**src/rtl/rr_priority_encoder_pkg.sv**
```systemverilog
// Shared types and constants for the round-robin priority encoder.
// The state enum, default width and a clog2 helper live here.
package rr_priority_encoder_pkg;

  localparam int DEFAULT_N = 4;

  typedef enum logic {
    IDLE = 1'b0,
    BUSY = 1'b1
  } state_e;

  function automatic int clog2(input int value);
    int result;
    result = 0;
    for (int v = value - 1; v > 0; v = v >> 1) begin
      result = result + 1;
    end
    return result;
  endfunction

endpackage

```
**src/rtl/rr_priority_encoder_rr_pick.sv**
```systemverilog
// Combinational round-robin selector: lowest set bit at or above ptr_i,
// falling back to the lowest set bit overall when nothing lies above.
module rr_pick
  import rr_priority_encoder_pkg::*;
#(
  parameter int N = DEFAULT_N,
  localparam int W = clog2(N)
) (
  input  logic [N-1:0] pending_i,
  input  logic [W-1:0] ptr_i,
  output logic         found_o,
  output logic [W-1:0] idx_o
);

  logic [N-1:0] upper_mask;
  logic [N-1:0] upper_req;

  genvar gi;
  generate
    for (gi = 0; gi < N; gi++) begin : g_mask
      assign upper_mask[gi] = (W'(gi) >= ptr_i);
    end
  endgenerate

  assign upper_req = pending_i & upper_mask;
  assign found_o   = |pending_i;

  // The second scan overrides the first, so a hit at or above ptr always wins.
  always_comb begin
    idx_o = '0;
    for (int i = N - 1; i >= 0; i--) begin
      if (pending_i[i]) idx_o = W'(i);
    end
    for (int i = N - 1; i >= 0; i--) begin
      if (upper_req[i]) idx_o = W'(i);
    end
  end

endmodule

```
**src/rtl/rr_priority_encoder.sv**
```systemverilog
// Round-robin priority encoder: takes an N-bit request vector and emits the
// index of each set bit, one per accepted beat, with fairness kept across vectors.
module rr_priority_encoder
  import rr_priority_encoder_pkg::*;
#(
  parameter int N = DEFAULT_N,
  localparam int W = clog2(N)
) (
  input  logic         clk,
  input  logic         rst,
  input  logic         req_valid,
  output logic         req_ready,
  input  logic [N-1:0] req_vec,
  output logic         code_valid,
  input  logic         code_ready,
  output logic [W-1:0] code,
  output logic [N-1:0] code_onehot,
  output logic         code_last,
  output logic         zero_drop
);

  state_e       state_q, state_d;
  logic [N-1:0] pending_q, pending_d;
  logic [W-1:0] ptr_q, ptr_d;
  logic         zero_drop_q, zero_drop_d;

  logic         pick_found;
  logic [W-1:0] pick_idx;
  logic         single_bit;
  logic [N-1:0] pick_onehot;

  rr_pick #(.N(N)) u_pick (
    .pending_i (pending_q),
    .ptr_i     (ptr_q),
    .found_o   (pick_found),
    .idx_o     (pick_idx)
  );

  assign single_bit  = (pending_q != '0) && ((pending_q & (pending_q - N'(1))) == '0);
  assign pick_onehot = N'(1) << pick_idx;

  // Outputs depend only on registered state, never on inputs.
  always_comb begin
    req_ready   = (state_q == IDLE);
    code_valid  = (state_q == BUSY);
    code        = code_valid ? pick_idx : '0;
    code_onehot = code_valid ? pick_onehot : '0;
    code_last   = code_valid && single_bit;
    zero_drop   = zero_drop_q;
  end

  always_comb begin
    state_d     = state_q;
    pending_d   = pending_q;
    ptr_d       = ptr_q;
    zero_drop_d = 1'b0;
    case (state_q)
      IDLE: begin
        if (req_valid) begin
          if (req_vec != '0) begin
            pending_d = req_vec;
            state_d   = BUSY;
          end else begin
            zero_drop_d = 1'b1;
          end
        end
      end
      BUSY: begin
        if (code_ready && pick_found) begin
          pending_d = pending_q & ~pick_onehot;
          // N is a power of two, so the W-bit add wraps N-1 back to 0.
          ptr_d     = pick_idx + W'(1);
          if (single_bit) state_d = IDLE;
        end
      end
      default: state_d = IDLE;
    endcase
  end

  always_ff @(posedge clk or posedge rst) begin
    if (rst) begin
      state_q     <= IDLE;
      pending_q   <= '0;
      ptr_q       <= '0;
      zero_drop_q <= 1'b0;
    end else begin
      state_q     <= state_d;
      pending_q   <= pending_d;
      ptr_q       <= ptr_d;
      zero_drop_q <= zero_drop_d;
    end
  end

endmodule
```
**config.mk**
```make
export PLATFORM = sky130hd
export DESIGN_NAME = rr_priority_encoder
export DESIGN_NICKNAME = d
export VERILOG_FILES = /design/src/rtl/rr_priority_encoder_pkg.sv /design/src/rtl/rr_priority_encoder_rr_pick.sv /design/src/rtl/rr_priority_encoder.sv
export SDC_FILE = /design/constraint.sdc
export NUM_CORES = 1
export LEC_CHECK = 0
export BUFFER_PORTS_ARGS = -buffer_cell sky130_fd_sc_hd__buf_2
export CAP_MARGIN = 20
export CELL_PAD_IN_SITES_DETAIL_PLACEMENT = 2
export CELL_PAD_IN_SITES_GLOBAL_PLACEMENT = 2
export CORE_MARGIN = 1.5
export CORE_UTILIZATION = 25
export CTS_CLUSTER_DIAMETER = 60
export DETAILED_ROUTE_END_ITERATION = 12
export PLACE_DENSITY_LB_ADDON = 0.15
export SETUP_SLACK_MARGIN = 0.5
export SYNTH_ARGS = -nofsm -noshare
export SYNTH_HDL_FRONTEND = slang
export SYNTH_HIERARCHICAL = 1
export SYNTH_SLANG_ARGS = --single-unit
```
**constraint.sdc**
```tcl
create_clock -name clk -period 1.9 [get_ports clk]
set_clock_uncertainty 0.1 [all_clocks]
set_input_delay 0.19 -clock clk [delete_from_list [all_inputs] [get_ports clk]]
set_output_delay 0.19 -clock clk [all_outputs]
set_load 0.01 [all_outputs]
```
-- After elaboration in Yosys (flattened, before gate mapping)
Cells that the tools add are included.
W data, S select, Z words.
- add/sub/neg operators: 2
- magnitude comparators: 4
- equal/unequal tests: 3
- shift operators: 1
- muxes and demuxes: 22
- bitwise gates (word level): 5
- reductions and logical operators: 9
- operator list (kind ; count):
    $mux W2 ; 9
    $mux W4 ; 4
    $and A4 B4 Y4 ; 3
    $pmux W4 S2 ; 1
    $reduce_bool A4 Y1 ; 2
    $mux W1 ; 7
    $ge A1 B2 Y1 const A ; 2
    $ge A2 B2 Y1 const A ; 2
    $logic_not A4 Y1 ; 1
    $ne A2 B1 Y1 const B ; 2
    $not A4 Y4 ; 1
    $reduce_or A4 Y1 ; 1
    $shl A1 B2 Y4 const A ; 1
    $sub A4 B1 Y4 const B ; 1
    $logic_and A1 B1 Y1 ; 3
    $reduce_and A3 Y1 ; 1
    $add A2 B1 Y2 const B ; 1
    $ne A2 B2 Y1 const B ; 1
    $pmux W1 S2 ; 1
    $reduce_and A2 Y1 ; 1
    $not A1 Y1 ; 1
- register bits after elaboration: 8
- bits of input ports: 8

-- Depth between registers and ports, before layout
- word-level depth: 13
- mapped depth: 8
- gate-level depth less buffers: 8

-- By module
Netlist, hierarchy kept.
- by module, submodules not included (module ; times used ; cells an instance ; area an instance (µm²) ; seq. area each (µm²)):
    rr_priority_encoder ; 1 ; 49 ; 488.0 ; 200.2
    rr_pick ; 1 ; 12 ; 77.6 ; 0.0

-- Least setup slack after synthesis
Ideal clock, no wire load.
- path kind: reg2reg
- start: register pending_q[3]
- end: register pending_q[2]
- arrival: 1.702 ns
- required time: 1.721 ns
- slack: 0.018 ns
- stages on the path, launching flop included: 9
- period minus slack after synthesis: 1.882 ns
- cell sequence: dfrtp_1 -> inv_1 -> a22o_1 -> a211oi_2 -> inv_1 -> ha_1 -> and2_1 -> o21bai_1 -> a2bb2oi_1
- word-level cells in the longest chain between the ends: 13
- elaborated cells on any way between the ends: 18
- classes of those cells: 1 x eq/ne; 1 x shift; 10 x mux; 3 x bitwise; 3 x reduce/logical
- RTL lines (what ; RTL line ; text):
    from (decl) ; rr_priority_encoder.sv:23 ; logic [N-1:0] pending_q, pending_d;
    from (signal assigned) ; rr_priority_encoder.sv:88 ; pending_q <= pending_d;
    $mux W2 (4 in a row) ; rr_priority_encoder_rr_pick.sv:32 ; if (pending_i[i]) idx_o = W'(i);
    $mux W2 (*) (4 in a row) ; rr_priority_encoder_rr_pick.sv:35 ; if (upper_req[i]) idx_o = W'(i);
    net pick_idx[0] ; rr_priority_encoder.sv:28 ; logic [W-1:0] pick_idx;
    $shl A1 B2 Y4 (*) ; rr_priority_encoder.sv:40 ; assign pick_onehot = N'(1) << pick_idx;
    $not A4 Y4 (*) ; rr_priority_encoder.sv:70 ; pending_d = pending_q & ~pick_onehot;
    $and A4 B4 Y4 (*) ; rr_priority_encoder.sv:70 ;
    $mux W4 (*) ; rr_priority_encoder.sv:69 ; if (code_ready && pick_found) begin
    $pmux W4 S2 (*) ; rr_priority_encoder.sv:57 ; case (state_q)
Mark *: on every way through the listed nets, which the timed path passes. The rest lies on a longest branch. The select of a mux whose other input is x is not followed.
A chain may end at the register's enable or synchronous reset.

-- Worst setup path after layout
- start: register pending_q[2]
- end: output port code_onehot[3]
- word-level cells in the longest chain between the ends: 9
- elaborated cells on any way between the ends: 10
- classes of those cells: 1 x shift; 8 x mux; 1 x bitwise
- RTL lines (what ; RTL line ; text):
    $mux W2 (3 in a row) ; rr_priority_encoder_rr_pick.sv:32 ;
    $mux W2 ; rr_priority_encoder_rr_pick.sv:35 ;
    $mux W2 (*) (3 in a row) ; rr_priority_encoder_rr_pick.sv:35 ;
    net pick_idx[0] ; rr_priority_encoder.sv:28 ;
    $shl A1 B2 Y4 (*) ; rr_priority_encoder.sv:40 ;
    $mux W4 (*) ; rr_priority_encoder.sv:47 ; code_onehot = code_valid ? pick_onehot : '0;
    to (decl) ; rr_priority_encoder.sv:17 ; output logic [N-1:0] code_onehot,
Mark *: on every way through the listed nets, which the timed path passes. The rest lies on a longest branch.

==> flow_summary.yaml <==
floorplan:
  num_rows: 17
  die-area_um2: 2560
  core_area_um2: 2170
  die_w_um: 50.6
  io_pins: 18
  start_util_pct: 26.1
  die_h_um: 50.6
grt:
  grt_pass1_wl_um: 3360
  grtUsageTotal_pct: 18.0
  grt_overflow_total: 0
  antenna_found_initial: 0
  grt_max_degree: 15
  grt_pass1_vias: 669
worst_setup_path:
  slowest_stage: "dfrtp_2"
  crit_chain: "a22o_1 > a211oi_2 > buf_4 > ha_4 > and2_4 > buf_6"
  crit_fanout: 6
  cp.depth: 6
  required_ps: 1610
  ff2ff_path_depth: 10
  critPathTopFamily: "compound AO/OA/AOI/OAI gates"
  critPathBufInv: 2
  critPathKind: "register to output port"
  startpoint_type: "register"
  cp.arrival_ps: 1810
  slowest_delay_ps: 450
  cp-end-kind: "output port"
placed_design:
  dp_cells: 108
  placed_cell_area_um2: 726
  hpwl_um: 1370
  pre_cts_ws_ps: -53.8
  gp_congestion: 0.696
  port_buffers: 17
yosys:
  avgSynthCellArea_um2: 9.27
  ys_warn_count: 6
  synth_area_um2: 566
  async_flop_share_pct: 100
  ys_types: 25
  synth_edf_count: 0
  syn_inst: 61
  ys_seq_area_share_pct: 35.4
  synth_flop_cell: "dfrtp_1"
  ys_ff_latch: 8
  syn-num-nets: 73
layout:
  area_growth_pct: 92.5
  layout.cells.non_filler: 131
  drive_gt1_share_pct: 77.7
  fin_nets: 117
  antennaDiodeCount: 0
  final_area_um2: 1090
outcome:
  violations: "setup timing"
  status: "finished, violations left"
power_and_ir_drop:
  p_per_area_nw_per_um2: 2320
  vdd_ir_drop_max_uv: 1180
  leakagePower_nw: 0.489
  power.total_w: 0.00253
sta:
  tns_ps: -1140
  rsz0062_at_grt: "true"
  slew_violations: 0
  hold_violations: 0
  final.setup.worst_slack_ps: -201
  period_needed_ps: 2100
  max_clock_freq_mhz: 476
  setup_viol: 8
  max-slew-margin-rel_pct: 70.2
  tightest_slew_ps: 443
  period_share_pct: 111
cts:
  cts_num_sinks: 8
  cts_made_buffers: 3
  clk_pin_slew_ps: 60
  h-tree-depth: 1
  cts_tree: "yes"
  root_buffer: "clkbuf_4"
  clk_latency_ps: 260
  clock_tree.buffer_depth: 2
route:
  drt_pre_antenna_iters: 2
  ant_nets: 0
  drc_errors: 0
  via_count: 625
  wl_per_cell_um: 18.7
  drtIter0Drc: 6
  wl_um: 2450
  viasPerCell: 4.77
min_path:
  min_path_cells: 2
  hold_class: "primary input to register"
job:
  drv_cap: 0
[power by group]
group | total [W] | internal, W | switching (W)
sequential | 0.000412 | 0.000258 | 0.000154
clock | 0.000140 | 0.0000729 | 0.0000667
combinational | 0.00197 | 0.00113 | 0.000848
total | 0.00253 | 0.00146 | 0.00107
[area by class of cell]
cell class / instances / area (µm²)
multi-input cells: 46 / 498
repair buffers: 40 / 304
clock buffers: 3 / 22.5
inverters: 6 / 22.5
flip-flops and latches: 8 / 206
well taps: 28 / 35.0
fillers: 237 / 1080
[placed cells by master, fill, tap and decap left out, types with 2 or more instances in the layout]
| cell | netlist | layout |
|---|---|---|
| o21bai_1 | 4 | 3 |
| nor2_2 | 0 | 2 |
| dfrtp_1 | 8 | 3 |
| buf_2 | 1 | 13 |
| ha_2 | 0 | 2 |
| a211oi_2 | 1 | 2 |
| inv_2 | 0 | 4 |
| buf_6 | 0 | 9 |
| nand2b_1 | 2 | 2 |
| or4b_4 | 0 | 2 |
| and2_4 | 0 | 4 |
| a2bb2oi_1 | 4 | 2 |
| buf_4 | 0 | 17 |
| clkbuf_4 | 0 | 3 |
| nor2_1 | 4 | 2 |
| o21ai_2 | 0 | 2 |
| inv_1 | 6 | 2 |
| dfrtp_2 | 0 | 5 |
| a2bb2oi_2 | 0 | 2 |
| ha_4 | 0 | 2 |
| a21oi_2 | 0 | 2 |
[per-stage QoR]
step,utilization (%),hold slack (ps)
after floorplan,-,-94.3
after global placement,33.4,55.9
after detailed placement,33.4,62.9
after CTS,42.3,107
after global routing,50.2,120
final,50.2,121
[worst reg2reg max path, cell delays in order, from the launching register on]
cell and delay [ps]:
dfrtp_2 450, nand2b_1 180, a21oi_2 200, a211oi_2 90, buf_4 170, ha_4 150, and2_4 130, buf_4 130
buf_6 100, o21bai_4 160, a2bb2oi_2 120
[timing repair]
item,CTS,global route
endpoints found under the setup margin,15,15
resized for setup,24,21
buffers inserted,9,10
hold buffers,1,0
pin swaps,8,6
endpoints found under the hold margin,8,0
[worst paths after layout]
check / from / end / slack (ps)
max: pending_q[2]$_DFFE_PP0P_ / code_onehot[3] / -200
min: code_ready / code_valid$_DFF_PP0_ / 120
max reg2reg: ptr_q[1]$_DFFE_PP0P_ / pending_q[1]$_DFFE_PP0P_ / -160
min reg2reg: pending_q[2]$_DFFE_PP0P_ / pending_q[2]$_DFFE_PP0P_ / 540
max in group asynchronous: rst / pending_q[0]$_DFFE_PP0P_ / 1090
min in group asynchronous: rst / ptr_q[0]$_DFFE_PP0P_ / 320
[synth_stat cells, types with 2 or more instances]
cell,number,area (µm²)
dfrtp_1,8,200
and2_1,5,31.3
nor2_1,4,15.0
or4_1,2,15.0
nand2b_1,2,12.5
o21bai_1,4,30.0
ha_1,4,50.1
inv_1,6,22.5
a21oi_1,3,15.0
a2bb2oi_1,4,35.0
nand3_1,3,15.0
o21ai_0,2,10.0
or4b_1,2,20.0
[routing by layer]
layer | vias to the layer above | global-route usage, % | wire, µm | part of all wire, %
met4 | 0 | 1.35 | 0 | 0
met2 | 10 | 31.8 | 1290 | 53
met5 | - | 0 | 0 | 0
met1 | 304 | 22.3 | 1090 | 45
met3 | 0 | 5.36 | 68 | 2.8
li1 | 311 | - | - | -
[cells by family (layout without fill, tap and decap cells)]
logic type               Yosys count  count (layout)  share of synthesized area, %
adder cells (fa/ha/maj)            4               4                          8.85
XOR/XNOR                           1               1                          1.55
buffers and inverters              7              49                          4.87
flip-flops                         8               8                          35.4
multiplexers                       1               1                          1.99
AND/OR/NAND/NOR                   21              21                          22.3
AO/OA/AOI/OAI                     19              19                          25.0
[state kept, by name (all words and copies together), names as in the netlist]
| name | cells |
|---|---|
| ptr_q | 2 |
| code_valid | 1 |
| pending_q | 4 |
| zero_drop | 1 |
No activity file was read; power rests on OpenSTA's default activity.
